## src/rtl/cpu_run_pkg.sv

```systemverilog
// Shared encodings for the run-control sequencer:
// FSM states, halt causes and the halt instruction word.
package cpu_run_pkg;

  typedef enum logic [2:0] {
    ST_IDLE   = 3'd0,
    ST_LOAD   = 3'd1,
    ST_RUN    = 3'd2,
    ST_HALTED = 3'd3,
    ST_STEP   = 3'd4
  } state_e;

  typedef enum logic [1:0] {
    CAUSE_NONE  = 2'd0,
    CAUSE_REQ   = 2'd1,
    CAUSE_BP    = 2'd2,
    CAUSE_HWORD = 2'd3
  } cause_e;

  localparam logic [31:0] HALT_WORD = 32'hFFFF_FFFF;

endpackage

```

## src/rtl/sat_counter.sv

```systemverilog
// Saturating up-counter with synchronous clear,
// used to count enabled pipeline cycles.
module sat_counter #(
  parameter int W = 32
) (
  input  logic         clk_i,
  input  logic         rst_ni,
  input  logic         en_i,
  input  logic         clr_i,
  output logic [W-1:0] cnt_o
);

  logic [W-1:0] cnt_q, cnt_d;

  // clear wins; otherwise count up and stick at all ones
  always_comb begin
    cnt_d = cnt_q;
    if (clr_i)
      cnt_d = '0;
    else if (en_i && (cnt_q != '1))
      cnt_d = cnt_q + 1'b1;
  end

  // count register
  always_ff @(posedge clk_i or negedge rst_ni) begin
    if (!rst_ni) cnt_q <= '0;
    else         cnt_q <= cnt_d;
  end

  assign cnt_o = cnt_q;

endmodule

```

## src/rtl/cpu_run_ctrl.sv

```systemverilog
// Run-control sequencer: instruction load, run/halt,
// single-step, breakpoint and halt-word detection.
module cpu_run_ctrl
  import cpu_run_pkg::*;
#(
  parameter int PC_W       = 5,
  parameter int IMEM_DEPTH = 32,
  parameter int DATA_W     = 32,
  parameter int CNT_W      = 32
) (
  input  logic              CLOCK_50,
  input  logic              RESET_N,
  input  logic              run_req,
  input  logic              halt_req,
  input  logic              step_req,
  input  logic              soft_rst_req,
  input  logic              load_start,
  input  logic              load_valid,
  input  logic [DATA_W-1:0] load_data,
  input  logic              bp_en,
  input  logic [PC_W-1:0]   bp_addr,
  input  logic [PC_W-1:0]   pc_f,
  input  logic [DATA_W-1:0] instr_d,
  output logic              cpu_en,
  output logic              cpu_rst_n,
  output logic              imem_we,
  output logic [PC_W-1:0]   imem_addr,
  output logic [DATA_W-1:0] imem_wdata,
  output logic              halted,
  output logic [1:0]        halt_cause,
  output logic              load_done,
  output logic [CNT_W-1:0]  cycle_cnt
);

  localparam logic [PC_W-1:0] LAST = PC_W'(IMEM_DEPTH - 1);

  state_e            state_q, state_d;
  cause_e            cause_q, cause_d;
  logic [PC_W-1:0]   ptr_q, ptr_d;
  logic [PC_W-1:0]   addr_q, addr_d;
  logic [DATA_W-1:0] wdata_q, wdata_d;
  logic              we_q, we_d;
  logic              rstn_q, rstn_d;
  logic              halted_q, halted_d;
  logic              done_q, done_d;
  logic              skip_q, skip_d;
  logic              hword, bp_hit, stop_now, en;

  assign hword    = (instr_d == DATA_W'(HALT_WORD));
  assign bp_hit   = bp_en & ~skip_q & (pc_f == bp_addr);
  assign stop_now = hword | bp_hit | halt_req;

  // next state, load writes, halt cause and pipeline enable
  always_comb begin
    state_d = state_q;
    cause_d = cause_q;
    ptr_d   = ptr_q;
    addr_d  = addr_q;
    wdata_d = wdata_q;
    we_d    = 1'b0;
    skip_d  = skip_q;
    en      = 1'b0;
    if (soft_rst_req) begin
      state_d = ST_IDLE;
      cause_d = CAUSE_NONE;
      skip_d  = 1'b0;
    end else begin
      unique case (state_q)
        ST_IDLE: begin
          if (load_start) begin
            state_d = ST_LOAD;
            ptr_d   = '0;
          end else if (run_req) begin
            state_d = ST_RUN;
            skip_d  = 1'b0;
          end
        end
        ST_LOAD: begin
          if (halt_req) begin
            state_d = ST_IDLE;
          end else if (load_valid) begin
            we_d    = 1'b1;
            addr_d  = ptr_q;
            wdata_d = load_data;
            if (ptr_q == LAST) state_d = ST_IDLE;
            else               ptr_d   = ptr_q + 1'b1;
          end
        end
        ST_RUN: begin
          en = ~stop_now;
          if (en) skip_d = 1'b0;
          if (stop_now) begin
            state_d = ST_HALTED;
            unique case (1'b1)
              hword:   cause_d = CAUSE_HWORD;
              bp_hit:  cause_d = CAUSE_BP;
              default: cause_d = CAUSE_REQ;
            endcase
          end
        end
        ST_HALTED: begin
          if (step_req) begin
            state_d = ST_STEP;
          end else if (run_req && cause_q != CAUSE_HWORD) begin
            state_d = ST_RUN;
            skip_d  = 1'b1;
          end else if (load_start) begin
            state_d = ST_LOAD;
            ptr_d   = '0;
          end
        end
        ST_STEP: begin
          en      = 1'b1;
          state_d = ST_HALTED;
          if (hword) cause_d = CAUSE_HWORD;
        end
        default: state_d = ST_IDLE;
      endcase
    end
    rstn_d   = (state_d == ST_RUN) || (state_d == ST_HALTED)
            || (state_d == ST_STEP);
    halted_d = (state_d == ST_HALTED);
    done_d   = we_q && (addr_q == LAST);
  end

  // control and output registers
  always_ff @(posedge CLOCK_50 or negedge RESET_N) begin
    if (!RESET_N) begin
      state_q  <= ST_IDLE;
      cause_q  <= CAUSE_NONE;
      ptr_q    <= '0;
      addr_q   <= '0;
      wdata_q  <= '0;
      we_q     <= 1'b0;
      rstn_q   <= 1'b0;
      halted_q <= 1'b0;
      done_q   <= 1'b0;
      skip_q   <= 1'b0;
    end else begin
      state_q  <= state_d;
      cause_q  <= cause_d;
      ptr_q    <= ptr_d;
      addr_q   <= addr_d;
      wdata_q  <= wdata_d;
      we_q     <= we_d;
      rstn_q   <= rstn_d;
      halted_q <= halted_d;
      done_q   <= done_d;
      skip_q   <= skip_d;
    end
  end

  sat_counter #(.W(CNT_W)) u_cnt (
    .clk_i  (CLOCK_50),
    .rst_ni (RESET_N),
    .en_i   (en),
    .clr_i  (soft_rst_req),
    .cnt_o  (cycle_cnt)
  );

  assign cpu_en     = en;
  assign cpu_rst_n  = rstn_q;
  assign imem_we    = we_q;
  assign imem_addr  = addr_q;
  assign imem_wdata = wdata_q;
  assign halted     = halted_q;
  assign halt_cause = cause_q;
  assign load_done  = done_q;

endmodule
```

## config.mk

```make
export PLATFORM = sky130hd
export DESIGN_NAME = cpu_run_ctrl
export DESIGN_NICKNAME = d
export VERILOG_FILES = /design/src/rtl/cpu_run_pkg.sv /design/src/rtl/sat_counter.sv /design/src/rtl/cpu_run_ctrl.sv
export SDC_FILE = /design/constraint.sdc
export NUM_CORES = 1
export LEC_CHECK = 0
export ABC_AREA = 1
export CAP_MARGIN = 20
export CORE_ASPECT_RATIO = 1.1
export CORE_MARGIN = 2
export CORE_UTILIZATION = 42
export DETAILED_ROUTE_END_ITERATION = 8
export PLACE_DENSITY = 0.87
export SLEW_MARGIN = 20
export SYNTH_ARGS = -nofsm -noshare
export SYNTH_HDL_FRONTEND = slang
export SYNTH_SLANG_ARGS = --single-unit
```

## constraint.sdc

```tcl
create_clock -name CLOCK_50 -period 1.8 [get_ports CLOCK_50]
set_clock_uncertainty 0.05 [all_clocks]
set_input_delay 0.36 -clock CLOCK_50 [delete_from_list [all_inputs] [get_ports CLOCK_50]]
set_output_delay 0.36 -clock CLOCK_50 [all_outputs]
set_load 0.03 [all_outputs]
```

==> results of run 1 <==
[per-layer routing]
layer / up-vias / GRT usage (%) / wire [um]
li1: 2685 / - / -
met2: 241 / 42.0 / 8440
met1: 2620 / 27.4 / 6180
met3: 52 / 4.49 / 982
met5: - / 0 / 0
met4: 0 / 13.8 / 617
[area by class of cell]
cell class / instances / area [um^2]
Clock inverter: 7 / 75.1
Timing Repair Buffer: 236 / 2460
Clock buffer: 9 / 225
Inverter: 87 / 329
Multi-Input combinational cell: 516 / 2660
Tap cell: 150 / 188
Sequential cell: 84 / 2110
Fill cell: 852 / 3350
[power by group]
group	total, mW	internal [mW]	leakage, nW	switching [mW]
combinational	2.41	1.01	3.38	1.41
sequential	2.47	2.25	1.12	0.220
clock	1.89	1.08	0.138	0.804
[worst max path at each step]
stage                         startpoint         endpoint  slack [ns]  cells past startpoint
after floorplan           u_cnt.cnt_o[0]  u_cnt.cnt_o[16]        0.01                      9
after CTS                     state_q[1]           cpu_en       -0.22                      7
final                         state_q[0]           cpu_en       -0.24                      6
after global routing         instr_d[18]           cpu_en       -0.34                      9
after global placement           pc_f[4]           cpu_en       -0.29                     10
after detailed placement         pc_f[0]  u_cnt.cnt_o[27]       -0.31                     12
[repair_timing]
item | 4_1_cts | 5_1_grt
hold endpoints to repair | 11 | 0
hold buffers | 1 | 0
cloned | 0 | 6
setup buffers | 20 | 7
resized for setup | 73 | 122
setup endpoints to repair | 48 | 105
pin swaps | 17 | 50
[kinds of logic after synthesis]
kind of cell,count (synthesis)
buffers and inverters,112
and+or+nand+nor,477
DFF,84
xor gates and xnor gates,15
adders and majority gates,3
AOI/OAI and AO/OA,21
[worst max-delay path: cells and delay by family (launching register included)]
kind,cells,cell delay (ns)
compound gates,1,0.23
flops,1,0.41
buf+inv,2,0.22
simple gates,3,0.44
[cells in the mapped netlist]
master | number | area, um^2
nand2_1 | 286 | 1070
dfrtp_1 | 84 | 2100
inv_1 | 84 | 315
nor2_1 | 68 | 255
nand3_1 | 63 | 315
nand4_1 | 34 | 213
nor3_1 | 19 | 95.1
xor2_1 | 13 | 114
clkbuf_1 | 10 | 37.5
o21ai_0 | 10 | 50.1
buf_2 | 9 | 45.0
a21oi_1 | 6 | 30.0
o21ai_1 | 4 | 20.0
buf_1 | 3 | 11.3
buf_6 | 3 | 33.8
ha_1 | 3 | 37.5
inv_2 | 3 | 11.3
nand2_2 | 2 | 12.5
nor3_4 | 2 | 32.5
xnor2_1 | 2 | 17.5
nand3_4 | 1 | 17.5
nor2_2 | 1 | 6.26
nor2_4 | 1 | 11.3
o221ai_1 | 1 | 8.76
[state kept, by name, summed over array words and instances, names as in the netlist]
name and flops:
imem_wdata 32, u_cnt.cnt_o 32, imem_addr 5, ptr_q 5, state_q 3, halt_cause 2, cpu_rst_n 1, halted 1
imem_we 1, load_done 1, skip_q 1
==> flow_metrics.env, run 1 <==
export IMPL_pre_cts_ws_ns=-0.306
export IMPL_synth_distinct_cells=24
export IMPL_ant_nets=0
export IMPL_syn_area_mm2=0.00487
export IMPL_crit_path_end_kind="output port"
export IMPL_grt_pass1_wl_um=23900
export IMPL_portBuffers=158
export IMPL_mostFrequentLayoutCells="275 x nand2_1, 80 x inv_1, 79 x dfrtp_1"
export IMPL_ff2ff_path_depth=12
export IMPL_p_per_area_mw_per_mm2=842
export IMPL_synth_adder_area_share_pct=0.771
export IMPL_synth_seq_cells=84
export IMPL_htree_levels=3
export IMPL_dp_cells=1047
export IMPL_fmax_ghz=0.489
export IMPL_fin_crit_ns=2.04
export IMPL_synth_cells=712
export IMPL_cpMaxStageDelayCell="dfrtp_1"
export IMPL_cts_tree="built"
export IMPL_die_area_mm2=0.0125
export IMPL_hold_viol=0
export IMPL_slowest_delay_ns=0.41
export IMPL_cp_required_ns=1.39
export IMPL_fin_nets=1020
export IMPL_slew_viol_final=0
export IMPL_post_route_util_pct=70.6
export IMPL_std_cell_rows=41
export IMPL_dr_first_iter_drc_count=381
export IMPL_ys_seq_area_share_pct=43.2
export IMPL_critical_path_max_fanout=3
export IMPL_reg2reg_from="state_q[0]"
export IMPL_syn_to_final_growth_pct=65.3
export IMPL_syn_nets=798
export IMPL_vias=5598
export IMPL_tightestPinTransition_ns=0.479
export IMPL_antenna_cells=0
export IMPL_postSynthAreaPerCell_um2=6.83
export IMPL_finalNonFillerCells=1089
export IMPL_rr_endpoint="ptr_q[3]"
export IMPL_critPathKind="flop to output port"
export IMPL_yosys_area_share_xor_xnor_pct=2.70
export IMPL_gp_congestion=0.940
export IMPL_track_usage_pct=23.9
export IMPL_die_h_um=117
export IMPL_tns_ns=-2.78
export IMPL_status="finished, violations left"
export IMPL_min_path_type="input port to async pin"
export IMPL_drt_pass1_iter_count=5
export IMPL_synth_simple_area_share_pct=41.8
export IMPL_grt_overflow=0
export IMPL_grt_pass1_vias=5352
export IMPL_cts_root_buf="clkbuf_16"
export IMPL_cp_start_kind="flop"
export IMPL_antenna_found_initial=0
export IMPL_irDropWorstVdd_uv=855
export IMPL_ctsLongestPathBuffers=2
export IMPL_io_pins=159
export IMPL_drc=0
export IMPL_max_cap_violations=0
export IMPL_slew_headroom_pct=67.8
export IMPL_total_power_mw=6.77
export IMPL_setup_violations=38
export IMPL_dp_hpwl_um=10500
export IMPL_drt_wirelength_per_cell_um=14.9
export IMPL_muxShareOfSynthArea_pct=0
export IMPL_placed_area_mm2=0.00705
export IMPL_drive_above_1_share_pct=19.4
export IMPL_rsz0062_at_grt="yes"
export IMPL_dieWidth_um=107
export IMPL_viasPerCell=5.14
export IMPL_start_util_pct=42.7
export IMPL_path_cells="nor2_2 > inv_2 > nor2_4 > nand4_1 > a21oi_4 > buf_12"
export IMPL_path_clk_slew_ns=0.07
export IMPL_violations="setup timing"
export IMPL_grt_start_max_net_pins=43
export IMPL_synth_compound_area_share_pct=2.24
export IMPL_design_area_mm2=0.00804
export IMPL_worstPathArrival_ns=1.63
export IMPL_ys_warn_count=0
export IMPL_synth_top_family_by_area="simple AND/OR/NAND/NOR gates"
export IMPL_layout_commonest_cell="nand2_1"
export IMPL_clk_latency_ns=0.34
export IMPL_routed_wl_um=16200
export IMPL_core_area_mm2=0.0114
export IMPL_whs_ns=0.355
export IMPL_cts_sink_count=84
export IMPL_cts_buffers_inserted=9
export IMPL_min_period_over_period_pct=114
export IMPL_power_static_leakage_nw=4.64
export IMPL_setup_ws_ns=-0.244
export IMPL_rrSetupSlack_ns=-0.14
No activity file was read; power rests on OpenSTA's default activity.
==> inputs of run 2 (changes only) <==
--- a/config.mk
+++ b/config.mk
@@ -11,6 +11,7 @@
 export CORE_MARGIN = 2
 export CORE_UTILIZATION = 42
 export DETAILED_ROUTE_END_ITERATION = 8
+export MAX_ROUTING_LAYER = met4
 export PLACE_DENSITY = 0.87
 export SLEW_MARGIN = 20
 export SYNTH_ARGS = -nofsm -noshare
==> run 2 against run 1 <==
The run still ends with setup timing left. Global-route usage is 0.67 points lower. Non-clock buffer count decreased by 16. Critical endpoint unchanged. Sequential power about the same. Highest routed layer unchanged. Fmax shrank 1.7%. Final cell count fell by 1.5%.
==> flow_metrics.env, run 2 (synthesis gave the netlist of run 1 again) <==
export IMPL_status="finished, violations left"
export IMPL_violations="setup timing"
export IMPL_antenna_cells=0
export IMPL_grt_start_max_net_pins=33
export IMPL_die_area_mm2=0.0125
export IMPL_vias=5370
export IMPL_grt_overflow=0
export IMPL_drc=0
export IMPL_start_util_pct=42.7
export IMPL_drive_above_1_share_pct=13.8
export IMPL_critPathKind="input port to output port"
export IMPL_worstSetupStartpoint="instr_d[11]"
export IMPL_irDropWorstVdd_uv=807
export IMPL_routed_wl_um=14500
export IMPL_power_switching_mw=2.34
export IMPL_ant_nets=0
export IMPL_dieWidth_um=107
export IMPL_p_int_mw=4.54
export IMPL_ctsLongestPathBuffers=2
export IMPL_critPathBufInv=2
export IMPL_pre_cts_ws_ns=-0.342
export IMPL_p_per_area_mw_per_mm2=902
export IMPL_mostFrequentLayoutCells="279 x nand2_1, 81 x dfrtp_1, 79 x inv_1"
export IMPL_cts_root_buf="clkbuf_16"
export IMPL_antenna_found_initial=0
export IMPL_slew_viol_final=0
export IMPL_path_clk_slew_ns=0.06
export IMPL_crit_family="buffers and inverters"
export IMPL_die_h_um=117
export IMPL_clock_power_share_pct=31.1
export IMPL_viasPerCell=5.00
export IMPL_portBuffers=158
export IMPL_core_area_mm2=0.0114
export IMPL_drt_wirelength_per_cell_um=13.5
export IMPL_std_cell_rows=41
export IMPL_dp_hpwl_um=10500
export IMPL_drt_pass1_iter_count=5
export IMPL_setup_violations=30
export IMPL_slew_headroom_pct=69.8
export IMPL_grt_pass1_wl_um=22500
export IMPL_swShare_pct=34.0
export IMPL_track_usage_pct=23.2
export IMPL_endpoint="cpu_en"
export IMPL_hold_viol=0
export IMPL_crit_path_end_kind="output port"
export IMPL_grt_pass1_vias=5089
export IMPL_min_path_type="flop to flop"
export IMPL_ff2ff_path_depth=9
export IMPL_cp_start_kind="input port"
export IMPL_reg2reg_from="state_q[2]"
export IMPL_fin_crit_ns=2.08
export IMPL_path_cells="clkdlybuf4s50_1 > nand2_1 > nor2_1 > nand2_1 > nor2_1 > nand2_1 > nand4_1 > a21oi_4 > buf_12"
export IMPL_design_area_mm2=0.00763
export IMPL_placed_area_mm2=0.00703
export IMPL_max_cap_violations=0
export IMPL_p_seq_share_pct=35.7
export IMPL_cp_required_ns=1.39
export IMPL_cts_sink_count=84
export IMPL_worstPathArrival_ns=1.67
export IMPL_rr_endpoint="ptr_q[3]"
export IMPL_critical_path_max_fanout=2
export IMPL_total_power_mw=6.88
export IMPL_gp_congestion=0.962
export IMPL_layout_commonest_cell="nand2_1"
export IMPL_cts_buffers_inserted=9
export IMPL_rrSetupSlack_ns=-0.17
export IMPL_htree_levels=3
export IMPL_combPwrFrac_pct=33.2
export IMPL_cpMaxStageDelayCell="clkdlybuf4s50_1"
export IMPL_worst_path_stages=9
export IMPL_syn_to_final_growth_pct=56.9
export IMPL_clk_latency_ns=0.34
export IMPL_cp_common_cell="nand2_1"
export IMPL_fmax_ghz=0.481
export IMPL_cts_tree="built"
export IMPL_post_route_util_pct=67.0
export IMPL_rsz0062_at_grt="yes"
export IMPL_power_static_leakage_nw=4.46
export IMPL_dr_first_iter_drc_count=222
export IMPL_setup_ws_ns=-0.279
export IMPL_whs_ns=0.413
export IMPL_slowest_delay_ns=0.47
export IMPL_fin_nets=1004
export IMPL_io_pins=159
export IMPL_tightestPinTransition_ns=0.454
export IMPL_min_period_over_period_pct=115
[run 2: through the flow]
| stage | std cells | setup TNS (ns) |
|---|---|---|
| final | 1073 | -1.60 |
| after global placement | 1044 | -10.94 |
| after global routing | 1073 | -7.22 |
| after detailed placement | 1044 | -13.78 |
| after CTS | 1067 | -0.244 |
| after floorplan | 712 | 0 |
[run 2: repair_timing]
item,in CTS,in global routing
pin swaps,13,33
resized for setup,68,73
hold endpoints to repair,29,0
endpoints found under the setup margin,46,69
buffers inserted,7,7
hold buffers,1,0
gates cloned,0,1
[run 2: worst min-delay path by stage]
stage / from / endpoint / cells after the start
floorplan: RESET_N / cpu_rst_n / 0
global placement: RESET_N / u_cnt.cnt_o[8] / 1
detailed placement: RESET_N / u_cnt.cnt_o[8] / 1
CTS: imem_wdata[3] / imem_wdata[3] / 2
global route: imem_wdata[3] / imem_wdata[3] / 2
finish: imem_wdata[3] / imem_wdata[3] / 2
[run 2: cell type report]
cell class / count / area, um^2
Sequential cell: 84 / 2110
Timing Repair Buffer: 220 / 2220
Clock inverter: 7 / 123
Clock buffer: 9 / 225
Fill cell: 937 / 3760
Inverter: 87 / 327
Tap cell: 150 / 188
Multi-Input combinational cell: 516 / 2440
[run 2: metal layers]
metal	part of all wire (%)	wire length [um]	global-route usage, %	vias up
li1	-	-	-	2645
met1	40	5850	26.1	2477
met5	0	0	-	-
met4	3.0	442	10.0	0
met2	52	7500	41.3	203
met3	5.0	728	3.49	45
[run 2: worst register-to-register path, delay by kind of cell (launching register included)]
| family | cells | cell delay (ns) |
|---|---|---|
| compound gates | 1 | 0.19 |
| buf+inv | 3 | 0.47 |
| flops | 1 | 0.46 |
| simple gates | 5 | 0.67 |
[run 2: power groups by stage]
stage	Combinational, mW	Sequential, mW	Clock, mW
2_1_floorplan	0.461	3.18	0
3_3_place_gp	2.25	2.49	0
3_5_place_dp	2.30	2.49	0
4_1_cts	2.27	2.47	2.17
5_1_grt	2.44	2.50	2.24
6_report	2.29	2.46	2.14
==> inputs of run 3 (changes only) <==
--- a/config.mk
+++ b/config.mk
@@ -10,9 +10,11 @@
 export CORE_ASPECT_RATIO = 1.1
 export CORE_MARGIN = 2
 export CORE_UTILIZATION = 42
+export CTS_CLUSTER_DIAMETER = 100
 export DETAILED_ROUTE_END_ITERATION = 8
 export MAX_ROUTING_LAYER = met4
 export PLACE_DENSITY = 0.87
+export SKIP_CTS_REPAIR_TIMING = 1
 export SLEW_MARGIN = 20
 export SYNTH_ARGS = -nofsm -noshare
 export SYNTH_HDL_FRONTEND = slang
==> run 3 against run 2 <==
The run still ends with setup timing left. Sequential cell count stayed put. Core utilization increased by 1.3 points. Register-to-register slack better by 0.14 ns. Non-clock buffer count is 4 lower. Critical path depth unchanged. Combinational power is 2% higher. Worst setup slack worse by 0.018 ns. Die area did not move. Largest cell class unchanged. Highest routed layer unchanged.
==> flow_metrics.env, run 3 (synthesis gave the netlist of run 1 again) <==
export IMPL_post_route_util_pct=68.3
export IMPL_htree_levels=3
export IMPL_min_path_type="flop to flop"
export IMPL_critPathBufInv=2
export IMPL_antenna_found_initial=0
export IMPL_crit_path_end_kind="output port"
export IMPL_tns_ns=-1.84
export IMPL_clk_latency_ns=0.34
export IMPL_path_clk_slew_ns=0.06
export IMPL_cts_tree="built"
export IMPL_cp_required_ns=1.39
export IMPL_rrSetupSlack_ns=-0.03
export IMPL_cpMaxStageDelayCell="clkdlybuf4s50_1"
export IMPL_slew_viol_final=0
export IMPL_dieWidth_um=107
export IMPL_cts_buffers_inserted=9
export IMPL_core_area_mm2=0.0114
export IMPL_start_util_pct=42.7
export IMPL_dp_cells=1044
export IMPL_grt_pass1_vias=5028
export IMPL_drc=0
export IMPL_tightestPinTransition_ns=0.448
export IMPL_cts_sink_count=84
export IMPL_fin_crit_ns=2.10
export IMPL_gp_congestion=0.962
export IMPL_finalNonFillerCells=1069
export IMPL_p_per_area_mw_per_mm2=893
export IMPL_drt_wirelength_per_cell_um=13.6
export IMPL_std_cell_rows=41
export IMPL_fillers=892
export IMPL_critical_path_max_fanout=2
export IMPL_drt_pass1_iter_count=5
export IMPL_hold_viol=0
export IMPL_placed_area_mm2=0.00703
export IMPL_track_usage_pct=22.9
export IMPL_die_area_mm2=0.0125
export IMPL_worstPathArrival_ns=1.69
export IMPL_grt_pass1_wl_um=22100
export IMPL_fin_nets=1000
export IMPL_min_period_over_period_pct=116
export IMPL_viasPerCell=4.98
export IMPL_mostFrequentLayoutCells="281 x nand2_1, 86 x dlymetal6s2s_1, 81 x dfrtp_1"
export IMPL_ctsLongestPathBuffers=2
export IMPL_slowest_delay_ns=0.46
export IMPL_antenna_cells=0
export IMPL_power_static_leakage_nw=5.04
export IMPL_layout_commonest_cell="nand2_1"
export IMPL_routed_wl_um=14500
export IMPL_setup_ws_ns=-0.297
export IMPL_critPathKind="input port to output port"
export IMPL_vias=5323
export IMPL_grt_overflow=0
export IMPL_rsz0062_at_grt="yes"
export IMPL_design_area_mm2=0.00777
export IMPL_slew_headroom_pct=70.2
export IMPL_irDropWorstVdd_uv=814
export IMPL_io_pins=159
export IMPL_die_h_um=117
export IMPL_worst_path_stages=9
export IMPL_cts_root_buf="clkbuf_16"
export IMPL_hold_depth=2
export IMPL_dp_hpwl_um=10500
export IMPL_syn_to_final_growth_pct=59.8
export IMPL_violations="setup timing"
export IMPL_setup_violations=41
export IMPL_path_cells="clkdlybuf4s50_1 > nand2_1 > nor2_1 > nand2_1 > nor2_1 > nand2_1 > nand4_1 > a21oi_4 > buf_12"
export IMPL_pre_cts_ws_ns=-0.342
export IMPL_ant_nets=0
export IMPL_cp_common_cell="nand2_1"
export IMPL_crit_family="simple AND/OR/NAND/NOR gates"
export IMPL_ff2ff_path_depth=9
export IMPL_cp_start_kind="input port"
export IMPL_grt_start_max_net_pins=33
export IMPL_fmax_ghz=0.477
export IMPL_max_cap_violations=0
export IMPL_dr_first_iter_drc_count=268
export IMPL_drive_above_1_share_pct=13.2
export IMPL_portBuffers=158
export IMPL_status="finished, violations left"
==> run 3: path summary, 6_finish.rpt <==
path / start / end
min in group asynchronous: RESET_N / u_cnt.cnt_o[9]
worst max register to register: state_q[2] / ptr_q[3]
max in group asynchronous: RESET_N / imem_addr[4]
worst min register to register: imem_wdata[3] / imem_wdata[3]
worst min-delay path: imem_wdata[3] / imem_wdata[3]
worst max-delay path: instr_d[9] / cpu_en
==> run 3: cell type report <==
class	instances	area, um^2	area share (%)
multi-input combinational	516	2440	31.3
timing repair buffer	216	2370	30.5
sequential	84	2110	27.1
inverter	87	327	4.20
clock buffer	9	225	2.90
tap	150	188	2.41
clock inverter	7	123	1.58
==> run 3: report_power, final <==
group | internal, mW | switching (mW)
logic | 0.974 | 1.36
registers | 2.25 | 0.206
clock network | 1.36 | 0.790
total | 4.59 | 2.35
==> run 3: routing by layer <==
metal / track usage (%) / vias up / share of wire (%)
met5: - / - / 0
met4: 11.1 / 0 / 2.7
met3: 3.49 / 40 / 5.0
met2: 40.0 / 190 / 52
met1: 25.8 / 2459 / 40
li1: - / 2634 / -
==> run 3: stage by stage <==
step / total power [mW] / hold slack (ns)
final: 6.94 / 0.413
after global routing: 7.24 / 0.429
after CTS: 6.95 / -0.0681
after detailed placement: 4.79 / 0.297
after global placement: 4.74 / 0.295
after floorplan: 3.64 / 0.0144
==> run 3: worst register-to-register path: stages (launching register included) <==
cell     delay [ns]
dfrtp_1        0.45
inv_1          0.17
nand3_1        0.19
nor2_1         0.21
inv_1          0.10
nand4_1        0.09
nor2_1         0.06
buf_4          0.18
a21oi_1        0.17
nor2_2         0.06
